**config.mk**
```make
export PLATFORM = sky130hd
export DESIGN_NAME = trap_controller_flat
export DESIGN_NICKNAME = d
export VERILOG_FILES = /design/src/rtl/trap_controller_if.sv /design/src/rtl/trap_controller.sv /design/src/flat_wrapper.sv
export SDC_FILE = /design/constraint.sdc
export NUM_CORES = 1
export LEC_CHECK = 0
export ABC_AREA = 1
export CORE_MARGIN = 1.5
export CORE_UTILIZATION = 24
export DETAILED_ROUTE_END_ITERATION = 6
export MAX_ROUTING_LAYER = met4
export SLEW_MARGIN = 15
export SYNTH_ARGS = -nofsm -noshare
export SYNTH_HDL_FRONTEND = slang
export SYNTH_SLANG_ARGS = --single-unit
```
**constraint.sdc**
```tcl
create_clock -name clk -period 1.3 [get_ports clk]
set_input_delay 0.26 -clock clk [delete_from_list [all_inputs] [get_ports clk]]
set_output_delay 0.26 -clock clk [all_outputs]
set_load 0.005 [all_outputs]
```
**src/rtl/trap_controller_if.sv**
```systemverilog
// rtl/trap_controller_if.sv - pipeline/CSR-side signal bundle for trap_controller
interface trap_controller_if;
  logic        ext_irq;
  logic        timer_irq;
  logic        ecall;
  logic        ebreak;
  logic        mret;
  logic [31:0] ex_pc;
  logic        stall_in;
  logic        mie_global;
  logic [2:0]  mie_mask;
  logic [31:0] mepc;

  logic        trap_save;
  logic [31:0] trap_pc;
  logic        cause_valid;
  logic [2:0]  cause;
  logic        mie_we;
  logic        mie_val;
  logic        mret_we;
  logic        flush;
  logic        redirect;
  logic [31:0] redirect_pc;
  logic        in_handler;
  logic        busy;

  modport master (
    output ext_irq, timer_irq, ecall, ebreak, mret, ex_pc, stall_in,
           mie_global, mie_mask, mepc,
    input  trap_save, trap_pc, cause_valid, cause, mie_we, mie_val,
           mret_we, flush, redirect, redirect_pc, in_handler, busy
  );

  modport slave (
    input  ext_irq, timer_irq, ecall, ebreak, mret, ex_pc, stall_in,
           mie_global, mie_mask, mepc,
    output trap_save, trap_pc, cause_valid, cause, mie_we, mie_val,
           mret_we, flush, redirect, redirect_pc, in_handler, busy
  );
endinterface

```
**src/rtl/trap_controller.sv**
```systemverilog
// rtl/trap_controller.sv - trap sequencer: arbitrates ecall/ebreak/ext/timer,
// drains the pipeline, drives CSR write-enables and redirects fetch.
module trap_controller #(
  parameter logic [31:0] VECTOR_BASE  = 32'h0000_0100,
  parameter int          SYNC_STAGES  = 2,
  parameter int          DRAIN_CYCLES = 2
) (
  input  logic               clk,
  input  logic               rst,
  trap_controller_if.slave   tc
);

  localparam int CNT_W = $clog2(DRAIN_CYCLES + 1);

  localparam logic [2:0] C_EXT    = 3'b001;
  localparam logic [2:0] C_TIMER  = 3'b010;
  localparam logic [2:0] C_ECALL  = 3'b100;
  localparam logic [2:0] C_EBREAK = 3'b101;

  typedef enum logic [2:0] {
    S_IDLE,
    S_DRAIN,
    S_TAKE,
    S_HANDLER,
    S_RETURN
  } state_t;

  state_t                 r_state;
  logic [SYNC_STAGES-1:0] r_sync;
  logic [CNT_W-1:0]       r_drain_cnt;
  logic [31:0]            r_trap_pc;
  logic [2:0]             r_cause;

  logic        r_trap_save;
  logic        r_cause_valid;
  logic [2:0]  r_cause_out;
  logic        r_mie_we;
  logic        r_mie_val;
  logic        r_mret_we;
  logic        r_flush;
  logic        r_redirect;
  logic [31:0] r_redirect_pc;
  logic        r_in_handler;
  logic        r_busy;

  logic        w_ext_p;
  logic        w_tmr_p;
  logic        w_req;
  logic [2:0]  w_win_cause;
  logic        w_unused_ok;

  // Interrupts are level-sensitive and qualified live; nothing is latched.
  assign w_ext_p     = r_sync[SYNC_STAGES-1] & tc.mie_global & tc.mie_mask[0];
  assign w_tmr_p     = tc.timer_irq & tc.mie_global & tc.mie_mask[1];
  assign w_req       = tc.ebreak | tc.ecall | w_ext_p | w_tmr_p;
  assign w_unused_ok = tc.mie_mask[2];

  always_comb begin
    w_win_cause = C_TIMER;
    if (tc.ebreak)      w_win_cause = C_EBREAK;
    else if (tc.ecall)  w_win_cause = C_ECALL;
    else if (w_ext_p)   w_win_cause = C_EXT;
  end

  always_ff @(posedge clk) begin
    if (rst) begin
      r_state       <= S_IDLE;
      r_sync        <= '0;
      r_drain_cnt   <= '0;
      r_trap_pc     <= '0;
      r_cause       <= '0;
      r_trap_save   <= 1'b0;
      r_cause_valid <= 1'b0;
      r_cause_out   <= '0;
      r_mie_we      <= 1'b0;
      r_mie_val     <= 1'b0;
      r_mret_we     <= 1'b0;
      r_flush       <= 1'b0;
      r_redirect    <= 1'b0;
      r_redirect_pc <= '0;
      r_in_handler  <= 1'b0;
      r_busy        <= 1'b0;
    end else begin
      r_sync <= {r_sync[SYNC_STAGES-2:0], tc.ext_irq};

      // Outputs are registered for the state being entered; pulses default low.
      r_trap_save   <= 1'b0;
      r_cause_valid <= 1'b0;
      r_cause_out   <= '0;
      r_mie_we      <= 1'b0;
      r_mie_val     <= 1'b0;
      r_mret_we     <= 1'b0;
      r_flush       <= 1'b0;
      r_redirect    <= 1'b0;
      r_redirect_pc <= '0;
      r_in_handler  <= 1'b0;
      r_busy        <= 1'b0;

      case (r_state)
        S_IDLE: begin
          if (w_req && !tc.stall_in) begin
            r_trap_pc   <= tc.ex_pc;
            r_cause     <= w_win_cause;
            r_drain_cnt <= CNT_W'(DRAIN_CYCLES);
            r_state     <= S_DRAIN;
            r_flush     <= 1'b1;
            r_busy      <= 1'b1;
          end
        end

        S_DRAIN: begin
          r_flush <= 1'b1;
          r_busy  <= 1'b1;
          if (!tc.stall_in) begin
            if (r_drain_cnt == CNT_W'(1)) begin
              r_state       <= S_TAKE;
              r_trap_save   <= 1'b1;
              r_cause_valid <= 1'b1;
              r_cause_out   <= r_cause;
              r_mie_we      <= 1'b1;
              r_mie_val     <= 1'b0;
              r_redirect    <= 1'b1;
              r_redirect_pc <= VECTOR_BASE + {27'b0, r_cause, 2'b00};
            end else begin
              r_drain_cnt <= r_drain_cnt - CNT_W'(1);
            end
          end
        end

        S_TAKE: begin
          r_state      <= S_HANDLER;
          r_in_handler <= 1'b1;
          r_busy       <= 1'b1;
        end

        S_HANDLER: begin
          r_busy <= 1'b1;
          // No nesting: ecall/ebreak and interrupts are not looked at here.
          if (tc.mret && !tc.stall_in) begin
            r_state       <= S_RETURN;
            r_mret_we     <= 1'b1;
            r_mie_we      <= 1'b1;
            r_mie_val     <= 1'b1;
            r_cause_valid <= 1'b1;
            r_cause_out   <= 3'b000;
            r_flush       <= 1'b1;
            r_redirect    <= 1'b1;
          end else begin
            r_in_handler <= 1'b1;
          end
        end

        S_RETURN: begin
          r_state <= S_IDLE;
        end

        default: begin
          r_state <= S_IDLE;
        end
      endcase
    end
  end

  assign tc.trap_save   = r_trap_save;
  assign tc.trap_pc     = r_trap_pc;
  assign tc.cause_valid = r_cause_valid;
  assign tc.cause       = r_cause_out;
  assign tc.mie_we      = r_mie_we;
  assign tc.mie_val     = r_mie_val;
  assign tc.mret_we     = r_mret_we;
  assign tc.flush       = r_flush;
  assign tc.redirect    = r_redirect;
  // Return target follows the CSR read-back in the RETURN cycle itself.
  assign tc.redirect_pc = (r_state == S_RETURN) ? tc.mepc : r_redirect_pc;
  assign tc.in_handler  = r_in_handler;
  assign tc.busy        = r_busy;

endmodule

```
**src/flat_wrapper.sv**
```systemverilog
// flat-port wrapper written by rule: the top's interface ports become plain ports
module trap_controller_flat 
#(
  parameter logic [31:0] VECTOR_BASE  = 32'h0000_0100,
  parameter int          SYNC_STAGES  = 2,
  parameter int          DRAIN_CYCLES = 2
)
  (clk, rst, tc_ext_irq, tc_timer_irq, tc_ecall, tc_ebreak, tc_mret, tc_ex_pc, tc_stall_in, tc_mie_global, tc_mie_mask, tc_mepc, tc_trap_save, tc_trap_pc, tc_cause_valid, tc_cause, tc_mie_we, tc_mie_val, tc_mret_we, tc_flush, tc_redirect, tc_redirect_pc, tc_in_handler, tc_busy);
  trap_controller_if tc_i ();
  input  logic clk;
  input  logic rst;
  input wire logic [$bits(tc_i.ext_irq)-1:0] tc_ext_irq;
  input wire logic [$bits(tc_i.timer_irq)-1:0] tc_timer_irq;
  input wire logic [$bits(tc_i.ecall)-1:0] tc_ecall;
  input wire logic [$bits(tc_i.ebreak)-1:0] tc_ebreak;
  input wire logic [$bits(tc_i.mret)-1:0] tc_mret;
  input wire logic [$bits(tc_i.ex_pc)-1:0] tc_ex_pc;
  input wire logic [$bits(tc_i.stall_in)-1:0] tc_stall_in;
  input wire logic [$bits(tc_i.mie_global)-1:0] tc_mie_global;
  input wire logic [$bits(tc_i.mie_mask)-1:0] tc_mie_mask;
  input wire logic [$bits(tc_i.mepc)-1:0] tc_mepc;
  output wire logic [$bits(tc_i.trap_save)-1:0] tc_trap_save;
  output wire logic [$bits(tc_i.trap_pc)-1:0] tc_trap_pc;
  output wire logic [$bits(tc_i.cause_valid)-1:0] tc_cause_valid;
  output wire logic [$bits(tc_i.cause)-1:0] tc_cause;
  output wire logic [$bits(tc_i.mie_we)-1:0] tc_mie_we;
  output wire logic [$bits(tc_i.mie_val)-1:0] tc_mie_val;
  output wire logic [$bits(tc_i.mret_we)-1:0] tc_mret_we;
  output wire logic [$bits(tc_i.flush)-1:0] tc_flush;
  output wire logic [$bits(tc_i.redirect)-1:0] tc_redirect;
  output wire logic [$bits(tc_i.redirect_pc)-1:0] tc_redirect_pc;
  output wire logic [$bits(tc_i.in_handler)-1:0] tc_in_handler;
  output wire logic [$bits(tc_i.busy)-1:0] tc_busy;
  assign tc_i.ext_irq = tc_ext_irq;
  assign tc_i.timer_irq = tc_timer_irq;
  assign tc_i.ecall = tc_ecall;
  assign tc_i.ebreak = tc_ebreak;
  assign tc_i.mret = tc_mret;
  assign tc_i.ex_pc = tc_ex_pc;
  assign tc_i.stall_in = tc_stall_in;
  assign tc_i.mie_global = tc_mie_global;
  assign tc_i.mie_mask = tc_mie_mask;
  assign tc_i.mepc = tc_mepc;
  assign tc_trap_save = tc_i.trap_save;
  assign tc_trap_pc = tc_i.trap_pc;
  assign tc_cause_valid = tc_i.cause_valid;
  assign tc_cause = tc_i.cause;
  assign tc_mie_we = tc_i.mie_we;
  assign tc_mie_val = tc_i.mie_val;
  assign tc_mret_we = tc_i.mret_we;
  assign tc_flush = tc_i.flush;
  assign tc_redirect = tc_i.redirect;
  assign tc_redirect_pc = tc_i.redirect_pc;
  assign tc_in_handler = tc_i.in_handler;
  assign tc_busy = tc_i.busy;
  trap_controller #(.VECTOR_BASE(VECTOR_BASE), .SYNC_STAGES(SYNC_STAGES), .DRAIN_CYCLES(DRAIN_CYCLES)) u_core (.clk(clk), .rst(rst), .tc(tc_i));
endmodule
```
==> results summary, run 1 <==
Wire segments on met2 add up to 4.805 mm in the final route. The H-tree was split into 2 levels. The via count of the first global-routing pass came out at 2722. The wire length after detailed routing is 8.862 mm. The source of the worst register-to-register timing path is u_core.r_state[2]. The final critical path takes up 130.2% of the cycle. The setup slack of the critical path after layout came out at -0.3920 ns. The number of distinct library cells after synthesis came out at 28.

The worst register-to-register path has a depth of 10. The DRC violations left came out at 0. The worst max-slew margin expressed relative to the limit is 74.87%. The x dimension of the die is 102.7 um. The detailed route wirelength on metal3 came out at 727 um. The post-synthesis to final-layout area growth came out at 110.4%. The synthesized area is 2386 sq um. The final critical delay including setup and external delays came out at 1.692 ns. The top cell types in the final layout, fill and taps aside, are sky130_fd_sc_hd__clkdlybuf4s50_1, sky130_fd_sc_hd__dlygate4sd2_1, sky130_fd_sc_hd__inv_1. The total power of the final layout is 5.851 mW. The number of placed instances with taps included came out at 598. The count of hold buffers inserted by post-cts repair is 0.

The synthesized flop and latch total is 52. The number of antenna violations at the first check in global routing came to 0. The area after detailed placement is 4085 sq um. The routed metal-1 wire length is 3.285 mm.

The slack of the worst reg-to-reg path is -0.22 ns. For this run, the register share of the synthesized area comes to 43.63%. The net total in the final layout is 580. Clock-pin slew was measured on the worst setup and hold paths at 0.09 ns.

Setup repair after global routing could not meet its margin everywhere. The max-cap violation count is 0. The detail route stage leaves a number of antenna-violating nets equal to 0.

The critical path start-end classification is reg -> out. Once layout is done, the placed cells without fillers occupy 5021 sq um. The number of rows in the core area is 36. The class of the worst hold path is in -> reg.

The total overflow left after global routing is 0. Synthesis handed over a netlist of 316 instances. The start point of the critical path is u_core.r_state[1]. Hold timing on the final database bottoms out at a slack of 0.1704 ns. The proportion of layout cells with a drive suffix above 1 is 55.56%.

The aggregate global-route resource usage is 16.09%. The worst clock skew on the final layout is 0.007659 ns. The non-filler instance count after layout came out at 637. The core region area is 9729 sq um. The number of buffers added on ports is 150.

Once the floorplan was initialized, standard cells occupied 24.52% of the core. The via-per-instance ratio came out at 4.253. The run finished, with violations left. The cell at the root of the clock tree is sky130_fd_sc_hd__clkbuf_8. STA classifies the critical path endpoint as an output pin.

The final reports fail on setup timing. The number of antenna repair diodes is 0. The worst setup path is launched from a flip-flop.

The total clock buffers created by CTS came out at 5. The final max-slew violation count is 0. The first-pass GRT wire length came out at 12.64 mm. The routed layout has 2709 vias.

The pre-antenna-repair detailed-routing pass consisted of 4 iterations. The leakage power total is 2.456 nW. STA puts the critical path data arrival time at 1.43 ns. CTS saw 52 sinks.

The half-perimeter wire length after placement is 5.421 mm. TritonCTS built the clock tree. The highest routed metal layer is met4. The power density over cell area is 1165 nW/um^2.

Of all nets on the critical path, the largest fanout is 6. Following the worst setup path forward leads to its endpoint at tc_redirect_pc[3]. The detailed router finished its first iteration with 35 violations. The total setup violations reported at the end of the flow is 74.

The worst vdd rail ir drop came out at 603.7 uV. The final estimated routing congestion in global placement is 0.8449. The mean instance size in the synthesized netlist came out at 7.551 sq um. The library cell used most frequently in the layout, excluding fill and tap cells, is sky130_fd_sc_hd__clkdlybuf4s50_1. The count of final hold-check violations came out at 0. The maximum clock frequency came out at 0.5910 GHz. The data required time of the critical path came out at 1.04 ns. For the pin with the worst max-slew slack, the measured transition is 0.3770 ns.

The Yosys step of the flow raised 0 warnings. In this run the deepest clock path goes through 2 buffers. The die height came out at 102.7 um. The area enclosed by the die boundary is 10550 sq um. The per-cell routed wire length came out at 13.91 um. The latest clock arrival within the worst-skew pair is 0.30 ns. Entering global routing, the biggest net connects 23 pins. The worst register-to-register path ends at u_core.tc.trap_pc[27].

The net count after synthesis is 393. The number of top-level design ports is 152.
[report_power, final]
| group | switching [mW] | internal (mW) | total, mW | leakage, nW |
|---|---|---|---|---|
| Sequential | 0.158 | 1.86 | 2.02 | 0.440 |
| Combinational | 1.41 | 1.46 | 2.87 | 1.97 |
| Clock | 0.531 | 0.436 | 0.967 | 0.0455 |
| Total | 2.09 | 3.76 | 5.85 | 2.46 |
[per-stage QoR]
| step | util, % | setup slack (ns) | setup TNS, ns |
|---|---|---|---|
| after floorplan | - | 0.01612 | 0 |
| after detailed placement | 41.99 | -0.4165 | -26.41 |
| after CTS | 49.23 | -0.4101 | -17.79 |
| after global placement | 41.99 | -0.4243 | -24.97 |
| after global routing | 51.61 | -0.4367 | -20.81 |
| final | 51.61 | -0.3920 | -16.06 |
[what timing repair did]
action | 4_1_cts | 5_1_grt
pin swaps | 15 | 41
cloned | 8 | 0
gates resized for setup | 306 | 108
endpoints found under the setup margin | 111 | 82
setup buffers | 28 | 5
[cell families (layout without fill, tap and decap cells)]
kind of cell,after synthesis,after routing,share of synthesized area (%)
multiplexers,4,4,1.888
AND/OR/NAND/NOR,148,148,27.27
adder cells (fa/ha/maj),1,1,0.5243
flip-flops,52,52,43.63
AO/OA/AOI/OAI,43,43,12.38
buffers and inverters,68,256,14.32
[worst max-delay path, cell delays in order, from the launching register on]
cell	delay, ns
sky130_fd_sc_hd__dfxtp_2	0.35
sky130_fd_sc_hd__nor2_2	0.11
sky130_fd_sc_hd__nand2_2	0.10
sky130_fd_sc_hd__buf_12	0.15
sky130_fd_sc_hd__mux2_4	0.31
sky130_fd_sc_hd__buf_6	0.12
[routing by layer]
layer / vias up / global-route usage, %
li1: 1328 / -
met1: 1257 / 15.67
met5: - / -
met2: 118 / 31.79
met4: 0 / 3.267
met3: 6 / 4.136
[state kept, by name (all words and copies together) (netlist names), 2 cells and up]
| signal | count |
|---|---|
| u_core.tc.trap_pc | 32 |
| u_core.r_drain_cnt | 2 |
| u_core.r_cause | 3 |
| u_core.r_state | 3 |
| u_core.tc.cause | 2 |
| u_core.r_redirect_pc | 2 |
| u_core.r_sync | 2 |
[area by class of cell]
class | count | area, sq um
fill | 928 | 4708
inverter | 47 | 186.4
timing repair buffer | 201 | 1892
tap | 133 | 166.4
multi-input combinational | 196 | 1602
clock buffer | 8 | 90.09
sequential | 52 | 1085
[Yosys cell counts]
cell                       count  area (sq um)
sky130_fd_sc_hd__a31oi_1       2         12.51
sky130_fd_sc_hd__o21ai_0       1         5.000
sky130_fd_sc_hd__clkinv_2      1         5.000
sky130_fd_sc_hd__buf_4         7         52.55
sky130_fd_sc_hd__a211oi_1      1         7.510
sky130_fd_sc_hd__nand3b_1      2         15.01
sky130_fd_sc_hd__nor3_1        2         10.01
sky130_fd_sc_hd__nor2_1       49         183.9
sky130_fd_sc_hd__nand3_2       1         10.01
sky130_fd_sc_hd__buf_8         2         30.03
sky130_fd_sc_hd__nand2_2      20         125.1
sky130_fd_sc_hd__buf_6         2         22.52
sky130_fd_sc_hd__nand3_1       6         30.03
sky130_fd_sc_hd__buf_2         4         20.02
sky130_fd_sc_hd__buf_12        1         20.02
sky130_fd_sc_hd__nand3_4       1         17.52
sky130_fd_sc_hd__a21oi_1      19         95.09
sky130_fd_sc_hd__nor2_2        1         6.260
sky130_fd_sc_hd__clkbuf_1      5         18.77
sky130_fd_sc_hd__ha_1          1         12.51
sky130_fd_sc_hd__a21oi_2      20         175.2
sky130_fd_sc_hd__mux2_2        4         45.04
sky130_fd_sc_hd__or2_0         1         6.260
sky130_fd_sc_hd__dfxtp_1      52          1041
sky130_fd_sc_hd__inv_1        44         165.2
sky130_fd_sc_hd__inv_2         2         7.510
sky130_fd_sc_hd__nand4_1       1         6.260
sky130_fd_sc_hd__nand2_1      64         240.2
[worst min-delay path by stage]
stage	start	slack [ns]	depth (start not counted)	endpoint
6_report	rst	0.17	2	u_core.tc.in_handler
3_3_place_gp	u_core.r_sync[0]	0.40	2	u_core.r_sync[1]
2_1_floorplan	tc_ext_irq	0.37	2	u_core.r_sync[0]
4_1_cts	rst	0.17	2	u_core.tc.busy
3_5_place_dp	u_core.r_sync[0]	0.40	2	u_core.r_sync[1]
5_1_grt	rst	0.16	2	u_core.tc.in_handler
Note: power is estimated with default switching activity, not from simulation.
==> inputs of run 2 (changes only) <==
- CTS_CLUSTER_SIZE: unset -> 40
- SKIP_LAST_GASP: unset -> 1
==> run 2 against run 1 <==
Compared with the run above: the flow still finishes with violations (setup timing); global-route usage is 0.35 points lower; die area unchanged; cell area decreased by 0.80%; count of clock-buffer cells in the layout is the same; hold slack gained 0.0088 ns; first-iteration DRC count up 71%; wire length fell by 3.4%; via count fell by 0.81%; total power fell by 0.48%; final cell count is 0.31% lower; register-to-register slack improved by 0.09 ns.
==> results summary, run 2 (same netlist as run 1, synthesis figures left out) <==
After detailed routing, the average wire length per cell comes to 13.49 um. In this run the remaining antenna-violating nets after routing total 0. The kind of end point of the critical path is an output pin. The worst-path maximum fanout is 6.

0 antenna diodes ended up in the layout. The floorplan has 36 rows. In this run the tightest slew margin relative to its limit is 75.22%. The final max-slew violation count came to 0. The worst vdd rail ir drop is 538.7 uV.

The first-pass GRT wire length came out at 12.37 mm. The setup slack of the critical path after layout came out at -0.3970 ns. The count of final hold-check violations is 0.

By startpoint and endpoint, the worst setup path is classified as reg -> out. Internal power comes to 3.768 mW. The level count of the clock H-tree came out at 2.

The worst path in the final design needs a cycle of 1.697 ns, including I/O delays and setup. The pin count of the biggest net entering global routing is 23. The post-synthesis to final-layout area growth came out at 108.8%.

The leakage power total came out at 2.453 nW. The data required time of the critical path is 1.04 ns. The power density over cell area came out at 1169 nW/um^2. The signal arrival time at the worst endpoint is 1.44 ns. The final worst-path cycle share came out at 130.5%. The clock network fraction of total power came out at 16.6%. The clock transition at the registers of the reported paths is 0.10 ns.

The combinational cell fraction of total power is 48.9%. The total clock buffers created by CTS came out at 5. The die covers 10550 sq um. The via count of the first global-routing pass is 2681.

The post-place setup slack is -0.4165 ns. The flow ran to the end, but the final reports show violations. The total congestion overflow came out at 0. The max-cap violation count came out at 0.

The effective utilization at floorplan is 24.52%. The cell sitting at the root of the clock tree is a sky130_fd_sc_hd__clkbuf_8. The flip-flop count of the largest register after layout came out at 32. Fill cells in the final layout number 923. The net total in the final layout is 578. The first detailed-routing pass ran for 4 iterations. The overall via count from detail_route came out at 2687. The post-route netlist has 52.99% of its cells at a drive strength greater than 1. For this block, the routed nets add up to 8.564 mm of wire. The checks that failed: setup timing. The count of hold buffers inserted by post-cts repair is 0. The aggregate global-route resource usage is 15.74%.

The half-perimeter wire length after placement came out at 5.421 mm. Net switching is 35.28% of the power. The tree built by TritonCTS fans out to 52 sinks. The maximum clock frequency is 0.5893 GHz.

For this design the total switching power over the nets is 2.054 mW. The worst setup path is launched from a flip-flop. The worst clock skew on the final layout is 0.009374 ns. Setup repair after global routing could not meet its margin everywhere. The x dimension of the die is 102.7 um. The floorplan step defined a core boundary enclosing 9729 sq um. The final estimated routing congestion in global placement is 0.8449. The number of antenna violations at the first check in global routing was 0. The via-per-instance ratio is 4.231. The latest clock arrival within the worst-skew pair is 0.30 ns.

The fraction of power consumed by sequential logic came out at 34.5%. The die height came out at 102.7 um. The TritonCTS clock tree is done. The utilization after layout came out at 51.20%. The number of DRC markers in iteration 0 came out at 60.

In this run the worst hold path is classified as in -> reg. The total setup violations reported at the end of the flow is 70. The number of buffers on the longest clock path is 2.

The number of buffers added on ports is 150. The most frequent standard cell in the layout excluding fill and tap cells is sky130_fd_sc_hd__clkdlybuf4s50_1. The DRC violations left came out at 0. The number of top-level design ports came out at 152. The top cell types in the final layout, fill and taps aside, are sky130_fd_sc_hd__clkdlybuf4s50_1, sky130_fd_sc_hd__dlygate4sd2_1, sky130_fd_sc_hd__inv_1. The actual transition at the worst max-transition pin came out at 0.3718 ns.
-- run 2: changes by cell type in the layout (fill, tap and decap cells not counted), sizes merged --
cell  change
buf       -2
-- run 2: path summary, 6_finish.rpt --
check | from | end | slack, ns | cells after the start
worst min register to register | u_core.r_sync[0] | u_core.r_sync[1] | 0.41 | 2
worst max-delay path | u_core.r_state[1] | tc_redirect_pc[3] | -0.40 | 5
worst max register to register | u_core.r_state[1] | u_core.tc.trap_pc[25] | -0.13 | 9
worst min-delay path | rst | u_core.tc.busy | 0.18 | 2
-- run 2: cell type report --
cell class	count	area [sq um]	share of cell area, %
timing repair buffer	199	1887	37.88
multi-input combinational	196	1567	31.45
sequential	52	1085	21.78
inverter	47	186.4	3.743
tap	133	166.4	3.341
clock buffer	8	90.09	1.809
-- run 2: through the flow --
| stage | instances | TNS [ns] | total power [mW] | hold WS (ns) | area, sq um |
|---|---|---|---|---|---|
| after global placement | 598 | -24.97 | 3.780 | 0.4002 | 4085 |
| final | 635 | -12.65 | 5.823 | 0.1792 | 4981 |
| after detailed placement | 598 | -26.41 | 3.809 | 0.4000 | 4085 |
| after CTS | 641 | -18.15 | 5.672 | 0.1665 | 4735 |
| after floorplan | 316 | 0 | 2.974 | 0.3670 | 2386 |
| after global routing | 635 | -17.42 | 6.190 | 0.1657 | 4981 |
-- run 2: timing repair --
item / CTS / global route
cloned: 8 / 0
pin swaps: 15 / 32
setup endpoints to repair: 111 / 82
gates resized for setup: 286 / 116
buffers inserted: 28 / 4
-- run 2: layer usage --
| layer | part of all wire (%) | GRT usage [%] | vias to the layer above |
|---|---|---|---|
| li1 | - | - | 1323 |
| met3 | 9.0 | 4.339 | 5 |
| met1 | 38 | 15.39 | 1236 |
| met4 | 0.30 | 3.056 | 0 |
| met5 | 0 | - | - |
| met2 | 53 | 30.87 | 123 |
-- run 2: critical path: stages (launching register included) --
cell and delay [ns]:
sky130_fd_sc_hd__dfxtp_2 0.35, sky130_fd_sc_hd__nor2_2 0.11, sky130_fd_sc_hd__nand2_2 0.09, sky130_fd_sc_hd__buf_12 0.15
sky130_fd_sc_hd__mux2_4 0.31, sky130_fd_sc_hd__buf_6 0.12
-- run 2: power by group through the flow --
stage | logic (mW) | registers, mW | clock network [mW]
finish | 2.85 | 2.01 | 0.965
global placement | 1.79 | 1.99 | 0
floorplan | 0.962 | 2.01 | 0
CTS | 2.66 | 1.99 | 1.02
global route | 3.07 | 2.03 | 1.08
detailed placement | 1.82 | 1.99 | 0
==> inputs of run 3 (changes only) <==
- CORE_ASPECT_RATIO: unset -> 0.9
- SLEW_MARGIN: 15 -> 20
==> run 3 against run 2 <==
Compared with the run above: the run still ends with setup timing left; combinational power hardly changed; non-clock buffer count increased by 3; sequential power about the same; utilization is 0.49 points higher; global-route usage down 0.26 points.
==> results summary, run 3 (same netlist as run 1, synthesis figures left out) <==
The latest clock arrival within the worst-skew pair is 0.31 ns. The aggregate global-route resource usage is 15.48%. In this run the standard cell core region covers 9657 sq um. The final critical delay including setup and external delays came out at 1.737 ns. The first global-routing pass estimated 12.50 mm of wire. The level count of the clock H-tree is 2.

The flip-flop count of the largest register after layout is 32. The signal arrival time at the worst endpoint is 1.48 ns. Measured along the y axis, the die boundary spans 97.59 um. The maximum clock frequency came out at 0.5758 GHz.

The worst clock skew on the final layout came out at 0.008626 ns. The leakage power total is 2.429 nW. The overall via count from detail_route came out at 2666. The net total in the final layout is 581. Setup repair after global routing could not meet its margin everywhere. The remaining number of nets flagged by the antenna check after routing is 0. The initial utilization of the core area, before any placement, comes to 24.71%. After detailed placement, the design holds a cell count of 594. The first TritonRoute pass finished after 4 iterations. The library cell used most frequently in the layout, excluding fill and tap cells, is sky130_fd_sc_hd__clkdlybuf4s50_1.

For the final routed database, the setup TNS stands at -15.40 ns. The half-perimeter wire length after placement came out at 5.514 mm. The post-place setup slack is -0.5265 ns. The final max-slew violation count is 0.

The kind of start point of the critical path is a flip-flop. The number of buffers added on ports came out at 150. Of the available clock period, the critical path in the final layout requires 133.6%. The via-per-instance ratio came out at 4.225.

The clock passes through at most 2 buffers. The max-cap violation count came out at 0. The area after detailed placement came out at 4061 sq um.

The number of top-level design ports came out at 152. The area enclosed by the die boundary came out at 10550 sq um. At the end of the flow the core is filled with cells to 51.68%.

The number of DRC markers in iteration 0 is 68. The clock transition at the registers of the reported paths is 0.10 ns. The non-filler instance count after layout came out at 631. Counting the buffers created by CTS gives 5. The area of all placed cells without fillers came out at 4991 sq um.

The worst vdd rail ir drop came out at 510.4 uV. The per-cell routed wire length is 13.16 um. The proportion of layout cells with a drive suffix above 1 came out at 50.10%. The number of antenna violations at the first check in global routing came out at 0. The tightest min-delay check is of the in -> reg type.

The actual transition at the worst max-transition pin is 0.2973 ns. The worst max-slew margin expressed relative to the limit is 80.18%. The wire length after detailed routing came out at 8.302 mm. The total setup violations reported at the end of the flow is 75. The kind of end point of the critical path is an output pin. Of all nets on the critical path, the largest fanout is 3. The final estimated routing congestion in global placement came out at 0.7093. In the post-route analysis, the smallest setup slack over all paths is -0.4367 ns. The setup path with the least slack is of type reg -> out. The count of hold buffers inserted by post-cts repair came out at 0.

The number of antenna repair diodes came out at 0. The cell at the root of the clock tree is sky130_fd_sc_hd__clkbuf_8. The flow ran to the end, but the final reports show violations.

The via count of the first global-routing pass came to 2622. Measured along the x axis, the die boundary spans 108.1 um. The pin count of the biggest net entering global routing came out at 20. Leaving out fill and tap cells, the most frequent cells in the layout are sky130_fd_sc_hd__clkdlybuf4s50_1, sky130_fd_sc_hd__dlygate4sd2_1, sky130_fd_sc_hd__inv_1. The final reports fail on setup timing. The total overflow left after global routing is 0. TritonCTS built the clock tree. The number of clock sinks came out at 52. Relative to the synthesized area, the layout overhead comes to 109.2%. The count of final hold-check violations is 0. The number of rows in the core area is 34. The data required time of the critical path came out at 1.04 ns.

Power spread over the standard cell area amounts to 1226 nW/um^2. The DRC violations left is 0.
run 3: cell types whose count changed in the layout (fill, tap and decap cells not counted), sizes merged:
cell,previous run,this run
clkdlybuf4s50,71,73
clkdlybuf4s15,1,0
bufinv,0,1
inv,47,46
clkinv,0,1
clkbuf,8,10
dlymetal6s2s,1,0
run 3: final timing paths:
| path | startpoint | cells past startpoint | slack, ns | endpoint |
|---|---|---|---|---|
| min reg2reg | u_core.r_sync[0] | 2 | 0.41 | u_core.r_sync[1] |
| min | rst | 2 | 0.30 | u_core.tc.trap_pc[9] |
| max reg2reg | u_core.r_state[1] | 9 | -0.18 | u_core.r_cause[0] |
| max | u_core.r_state[1] | 6 | -0.44 | tc_redirect_pc[4] |
run 3: where the power goes:
group / total (mW) / internal (mW) / switching [mW]
Sequential: 2.03 / 1.86 / 0.165
Combinational: 2.86 / 1.53 / 1.34
Clock: 1.23 / 0.680 / 0.549
run 3: layout make-up:
type | count | area (sq um)
Sequential cell | 52 | 1080
Multi-Input combinational cell | 196 | 1484
Clock buffer | 7 | 96.34
Fill cell | 939 | 4666
Clock inverter | 1 | 30.03
Timing Repair Buffer | 202 | 1954
Inverter | 47 | 188.9
Tap cell | 126 | 157.7
run 3: timing repair:
action	in CTS	in global routing
pin swaps	16	31
gates resized for setup	288	83
setup endpoints to repair	112	82
gates cloned	8	0
buffers inserted	23	4
run 3: through the flow:
| step | total power [mW] | hold slack, ns |
|---|---|---|
| after floorplan | 2.974 | 0.3670 |
| after global placement | 3.818 | 0.3933 |
| after detailed placement | 3.840 | 0.3996 |
| after CTS | 5.943 | 0.2655 |
| after global routing | 6.454 | 0.2982 |
| final | 6.118 | 0.2962 |
run 3: layer usage:
| layer | wire, um | part of all wire [%] | vias up | track usage, % |
|---|---|---|---|---|
| li1 | - | - | 1331 | - |
| met1 | 3314 | 40 | 1223 | 16.74 |
| met2 | 4282 | 52 | 105 | 28.04 |
| met3 | 659 | 7.9 | 7 | 3.488 |
| met4 | 44 | 0.53 | 0 | 4.352 |
| met5 | 0 | 0 | - | - |
run 3: critical path, cell delays in order, from the launching register on:
cell and delay [ns]:
sky130_fd_sc_hd__dfxtp_2 0.34, sky130_fd_sc_hd__nor2_4 0.12, sky130_fd_sc_hd__nand2_4 0.07, sky130_fd_sc_hd__buf_12 0.12, sky130_fd_sc_hd__buf_6 0.11, sky130_fd_sc_hd__mux2_4 0.29
sky130_fd_sc_hd__buf_6 0.11
